==> src/rtl/pkt_ff_rptr.sv <==
// Read-side pointer and egress logic of the async packet FIFO.
// It synchronizes the write pointer, issues RAM reads and streams words through a 2-entry prefetch buffer.
//
// state     | meaning
// ----------+--------------------------------------------
// ST_IDLE   | between packets, next popped word must be SOP
// ST_IN_PKT | inside a packet, waiting for EOP
module pkt_ff_rptr #(
    parameter int PTR_W  = 8,
    parameter int DATA_W = 32
) (
    input  logic              clk,
    input  logic              rst_n,
    input  logic [PTR_W-1:0]  wptr_gry_async,
    output logic [PTR_W-1:0]  rptr_gry,
    output logic              mem_rd_en,
    output logic [PTR_W-1:0]  mem_rd_addr,
    input  logic [DATA_W-1:0] mem_rd_data,
    input  logic              mem_rd_sop,
    input  logic              mem_rd_eop,
    output logic              valid,
    output logic              sop,
    output logic              eop,
    output logic [DATA_W-1:0] data,
    input  logic              ready,
    output logic              empty,
    output logic [PTR_W-1:0]  occ,
    output logic              frm_err,
    input  logic              clr_err
);

    typedef enum logic {ST_IDLE, ST_IN_PKT} state_t;

    typedef struct packed {
        logic              sop;
        logic              eop;
        logic [DATA_W-1:0] data;
    } ent_t;

    function automatic logic [PTR_W-1:0] gray2bin(input logic [PTR_W-1:0] g);
        logic [PTR_W-1:0] b;
        b[PTR_W-1] = g[PTR_W-1];
        for (int i = PTR_W - 2; i >= 0; i--) begin
            b[i] = b[i+1] ^ g[i];
        end
        return b;
    endfunction

    logic [PTR_W-1:0] wsync1_q, wsync2_q;
    logic [PTR_W-1:0] wptr_bin;
    logic [PTR_W-1:0] rptr_bin_q, rptr_bin_d;
    logic [PTR_W-1:0] rptr_gry_q;
    logic             inflight_q;
    ent_t             ent0_q, ent0_d, ent1_q, ent1_d, new_ent;
    logic [1:0]       buf_cnt_q, buf_cnt_d;
    logic [2:0]       pend;
    logic             pop;
    state_t           state_q, state_d;
    logic             err_set;
    logic             frm_err_q, frm_err_d;

    assign wptr_bin = gray2bin(wsync2_q);
    assign empty    = (wptr_bin == rptr_bin_q);
    assign occ      = wptr_bin - rptr_bin_q;

    assign valid = (buf_cnt_q != 2'd0);
    assign pop   = valid & ready;
    assign sop   = ent0_q.sop;
    assign eop   = ent0_q.eop;
    assign data  = ent0_q.data;

    // Words already buffered or on their way, after this cycle's pop, must leave room for one more.
    assign pend        = {1'b0, buf_cnt_q} + {2'b00, inflight_q} - {2'b00, pop};
    assign mem_rd_en   = ~empty & (pend < 3'd2);
    assign mem_rd_addr = rptr_bin_q;
    assign rptr_bin_d  = mem_rd_en ? rptr_bin_q + {{(PTR_W-1){1'b0}}, 1'b1} : rptr_bin_q;
    assign rptr_gry    = rptr_gry_q;
    assign frm_err     = frm_err_q;

    assign new_ent = '{sop: mem_rd_sop, eop: mem_rd_eop, data: mem_rd_data};

    always_comb begin
        ent0_d    = ent0_q;
        ent1_d    = ent1_q;
        buf_cnt_d = buf_cnt_q;
        case ({inflight_q, pop})
            2'b10: begin
                if (buf_cnt_q == 2'd0) ent0_d = new_ent;
                else                   ent1_d = new_ent;
                buf_cnt_d = buf_cnt_q + 2'd1;
            end
            2'b01: begin
                ent0_d    = ent1_q;
                buf_cnt_d = buf_cnt_q - 2'd1;
            end
            2'b11: begin
                if (buf_cnt_q == 2'd2) begin
                    ent0_d = ent1_q;
                    ent1_d = new_ent;
                end else begin
                    ent0_d = new_ent;
                end
            end
            default: ;
        endcase
    end

    always_comb begin
        state_d = state_q;
        err_set = 1'b0;
        if (pop) begin
            case (state_q)
                ST_IDLE: begin
                    err_set = ~ent0_q.sop;
                    if (ent0_q.sop & ~ent0_q.eop) state_d = ST_IN_PKT;
                end
                ST_IN_PKT: begin
                    err_set = ent0_q.sop;
                    state_d = ent0_q.eop ? ST_IDLE : ST_IN_PKT;
                end
                default: state_d = ST_IDLE;
            endcase
        end
        // A new error outranks a simultaneous clear.
        if (err_set)      frm_err_d = 1'b1;
        else if (clr_err) frm_err_d = 1'b0;
        else              frm_err_d = frm_err_q;
    end

    always_ff @(posedge clk or negedge rst_n) begin
        if (!rst_n) begin
            wsync1_q   <= '0;
            wsync2_q   <= '0;
            rptr_bin_q <= '0;
            rptr_gry_q <= '0;
            inflight_q <= 1'b0;
            ent0_q     <= '0;
            ent1_q     <= '0;
            buf_cnt_q  <= 2'd0;
            state_q    <= ST_IDLE;
            frm_err_q  <= 1'b0;
        end else begin
            wsync1_q   <= wptr_gry_async;
            wsync2_q   <= wsync1_q;
            rptr_bin_q <= rptr_bin_d;
            rptr_gry_q <= rptr_bin_d ^ (rptr_bin_d >> 1);
            inflight_q <= mem_rd_en;
            ent0_q     <= ent0_d;
            ent1_q     <= ent1_d;
            buf_cnt_q  <= buf_cnt_d;
            state_q    <= state_d;
            frm_err_q  <= frm_err_d;
        end
    end

endmodule

==> config.mk <==
export PLATFORM = sky130hd
export DESIGN_NAME = pkt_ff_rptr
export DESIGN_NICKNAME = d
export VERILOG_FILES = /design/src/rtl/pkt_ff_rptr.sv
export SDC_FILE = /design/constraint.sdc
export NUM_CORES = 1
export LEC_CHECK = 0
export ABC_AREA = 1
export CAP_MARGIN = 20
export CORE_MARGIN = 1.5
export CORE_UTILIZATION = 32
export CTS_CLUSTER_DIAMETER = 40
export CTS_CLUSTER_SIZE = 20
export DETAILED_ROUTE_END_ITERATION = 10
export PLACE_DENSITY_LB_ADDON = 0.05
export SYNTH_ARGS = -nofsm -noshare
export SYNTH_HDL_FRONTEND = slang
export SYNTH_SLANG_ARGS = --single-unit
==> constraint.sdc <==
create_clock -name clk -period 3.2 [get_ports clk]
set_input_delay 0.96 -clock clk [delete_from_list [all_inputs] [get_ports clk]]
set_output_delay 0.96 -clock clk [all_outputs]
set_load 0.03 [all_outputs]
==> Implementation_results.wiki <==
{| class="wikitable"
! Metric !! Value
|-
| Aggregate routed wire length || 11680 um
|-
| Area share of the leading cell type in the synthesized netlist || 53.06%
|-
| Violations in the final reports || setup timing
|-
| Hold Path Class || flop to flop
|-
| YS warnings || 0
|-
| Final worst setup slack || -750.1 ps
|-
| Placer's final routability congestion estimate || 0.7961
|-
| Share of flip-flops with an asynchronous set or reset || 100.0%
|-
| Top_reg_cell synth || dfrtp_1
|-
| Synth cell count leaders || inv_1, dfrtp_1, nand2_1, o21ai_0, o22ai_1
|-
| Final setup violation count || 10
|-
| Syn Area/Cell || 9.655 sq um
|-
| Critical path endpoint category || output port
|-
| Number of synthesized flops with an enable pin || 0
|-
| Post-placement cell count || 820
|-
| Layout cell share with drive strength beyond 1 || 25.65%
|-
| Routed length per placed instance || 13.86 um
|-
| Total clock buffers created by CTS || 9
|-
| Sequential-to-total area share from yosys stat || 53.06%
|-
| Ratio of final minimum period to clock period || 123.4%
|-
| Peak ir drop on the vdd network || 502.3 uV
|-
| Result of the run || complete, but fails checks
|-
| Distinct cells, synth || 33
|-
| Register-to-register setup slack || 250 ps
|-
| Number of optimization iterations in the first detailed-route pass || 4
|-
| Achievable Freq || 0.2532 GHz
|-
| Routed via count || 3904
|-
| Initial core utilization || 32.50%
|-
| Slew HR || 57.68%
|-
| Cell with the most instances after synthesis || inv_1
|-
| Largest cells by area after synthesis || dfrtp_1, inv_1, mux2_2
|-
| # rows || 45
|-
| Count of antenna-violating nets left after detailed routing || 0
|-
| # DRC || 0
|-
| Half-perimeter wire length of the detailed placement result || 7931 um
|-
| TritonCTS clock tree || done
|-
| Mapped Nets || 568
|-
| Clock transition at the register clock pins on the worst setup and hold paths after CTS || 60 ps
|-
| Count of port buffers added during placement || 107
|-
| Number of DRC markers after the initial detailed-route iteration || 179
|-
| Power after layout || 7.674 mW
|-
| Antenna violations before repair || 0
|-
| Type of the worst setup path || flop to output port
|-
| Global routing usage on met3 || 4.471%
|-
| Share of synthesized cell area in and, or, nand and nor gates || 9.974%
|-
| Overall global routing resource usage || 15.46%
|-
| Leakage power total || 3.306 nW
|-
| M2 GR Usage || 25.48%
|-
| Layer carrying the most global-route usage || met2
|-
| Die outline width || 126.8 um
|-
| Synthesized-area fraction occupied by adder cells || 3.878%
|-
| XOR/XNOR Fraction of Synth Area || 3.699%
|-
| Overflow left after global routing || 0
|-
| Transition time at the pin with the least slew margin || 634.8 ps
|-
| GR Layer Usage met1 || 19.77%
|-
| Post-synthesis mux area share || 7.577%
|-
| Power per cell area || 1077 nW/um^2
|-
| Maximum net fanout on the critical path || 4
|-
| Die Area || 16080 sq um
|-
| Number of nets in the finished design || 710
|-
| Netlist Area Pre-Place || 4905 sq um
|-
| Type of origin of the critical path || flop
|-
| Max-capacitance violation count || 0
|-
| Synth-to-Final Area Change || 45.31%
|-
| Ant diodes || 0
|-
| Hold buffer count at cts || 0
|-
| Post-DR vias/cell || 4.631
|-
| Number of register bits inferred by synthesis || 104
|-
| Insertion delay to the later sink of the worst-skew pair || 350 ps
|-
| Fraction of the core area covered by cells at the end of the flow || 47.23%
|-
| Maximum number of pins on one net before global-route repair || 69
|-
| Final clock skew || 5.883 ps
|-
| Placeable core region || 15090 sq um
|-
| Clock Tree Buf Depth || 2
|-
| Final Hold Fails || 0
|-
| Unrepaired setup endpoints after global routing || true
|-
| Worst path arrival time || 2990 ps
|-
| Vias in the first global route || 3881
|-
| Max-slew violations || 0
|-
| Post-Layout Cell Count || 843
|-
| Wire length of the first global-routing pass || 19590 um
|-
| Library cell occupying the most area in the post-synthesis netlist || dfrtp_1
|-
| H-tree depth || 3
|-
| Clock tree root buffer cell || clkbuf_16
|-
| Required time of the critical path || 2240 ps
|-
| Sink Count || 104
|-
| Die height || 126.8 um
|-
| Combinational family with the most area after synthesis || compound AO/OA/AOI/OAI gates
|-
| I/O Pins || 108
|-
| Min cycle time layout || 3950 ps
|-
| Compound-cell area share of the yosys netlist || 11.35%
|-
| Syn Inst Count || 508
|}
-- layer usage --
layer,routed length [um],up-vias
met5,0,-
met4,139,0
met3,631,14
met2,5783,107
met1,5126,1881
li1,-,1902
-- worst max-delay path, cell delays in order (launching register included) --
cell and delay, ps:
dfrtp_2 440, inv_2 100, nand2_2 70, nand3_4 90, nand2_4 80, nand2_4 80
nand3_4 100, nand2_4 110, nand2_2 60, nand3_2 70, nand3_2 80, nand2_2 90
ha_4 140, fa_2 220, nor2_2 40, a211oi_2 240, nor2_1 70, nor2_1 160
o21ai_2 90, xor2_2 150, buf_6 140
-- stage by stage --
stage	setup WS, ps	TNS, ps	hold slack [ps]	area, sq um
2_1_floorplan	-256.3	-886.2	331.2	5007
3_3_place_gp	-627.5	-3089	335.6	6519
3_5_place_dp	-633.5	-3673	339.6	6539
4_1_cts	-730.0	-4736	354.5	6943
5_1_grt	-945.4	-6918	357.5	7127
6_report	-750.1	-5014	351.6	7127
-- cells in the final DEF, fill, tap and decap left out, types with 5 or more instances in the layout --
cell type        instances
nand2_1                 63
o21ai_0                 38
nand2_4                  8
inv_1                  102
a21oi_1                  5
ha_1                     8
clkdlybuf4s50_1         95
dfrtp_1                102
xor2_1                  12
o22ai_1                 35
inv_2                    8
buf_4                   44
nand3_4                  7
nor2_1                  10
nand2_2                  6
mux2_2                  33
buf_12                   5
clkbuf_16                9
nand3_1                  5
o21ai_2                  8
-- state kept, by name, indices dropped and copies added, names as in the netlist, 2 cells and up --
name	flops
ent1_q	34
data	32
mem_rd_addr	8
wsync1_q	8
wsync2_q	8
rptr_gry	7
buf_cnt_q	2
-- logic make-up after synthesis --
kind of cell | after synthesis
adder cells (fa/ha/maj) | 14
AO/OA/AOI/OAI | 93
XOR/XNOR | 19
buffers and inverters | 129
AND/OR/NAND/NOR | 116
flip-flops | 104
multiplexers | 33
-- where the power goes --
part | switching (mW) | internal (mW) | leakage [nW] | total [mW]
combinational | 2.47 | 1.91 | 1.92 | 4.38
sequential | 0.271 | 1.88 | 1.25 | 2.16
clock | 0.501 | 0.635 | 0.144 | 1.14
total | 3.25 | 4.43 | 3.31 | 7.67
-- path summary, 6_finish.rpt --
path                              from     endpoint  cells past startpoint
max reg2reg                wsync2_q[7]  rptr_gry[3]                     22
max in group asynchronous        rst_n      data[2]                      2
max                        wsync2_q[7]       occ[6]                     20
min                        wsync1_q[6]  wsync2_q[6]                      0
min in group asynchronous        rst_n  rptr_gry[5]                      1
min reg2reg                wsync1_q[6]  wsync2_q[6]                      0
-- timing repair --
| action | 4_1_cts | 5_1_grt |
|---|---|---|
| buffers inserted | 3 | 4 |
| gates resized for setup | 15 | 36 |
| pin swaps | 13 | 17 |
| setup endpoints to repair | 10 | 14 |
-- area by class of cell --
type | instances | area (sq um)
fill | 1454 | 7963
sequential | 104 | 2605
multi-input combinational | 275 | 2125
timing repair buffer | 148 | 1424
inverter | 112 | 430.4
clock buffer | 11 | 242.7
tap | 188 | 235.2
clock inverter | 5 | 65.06
(Power assumes the default switching activity.)
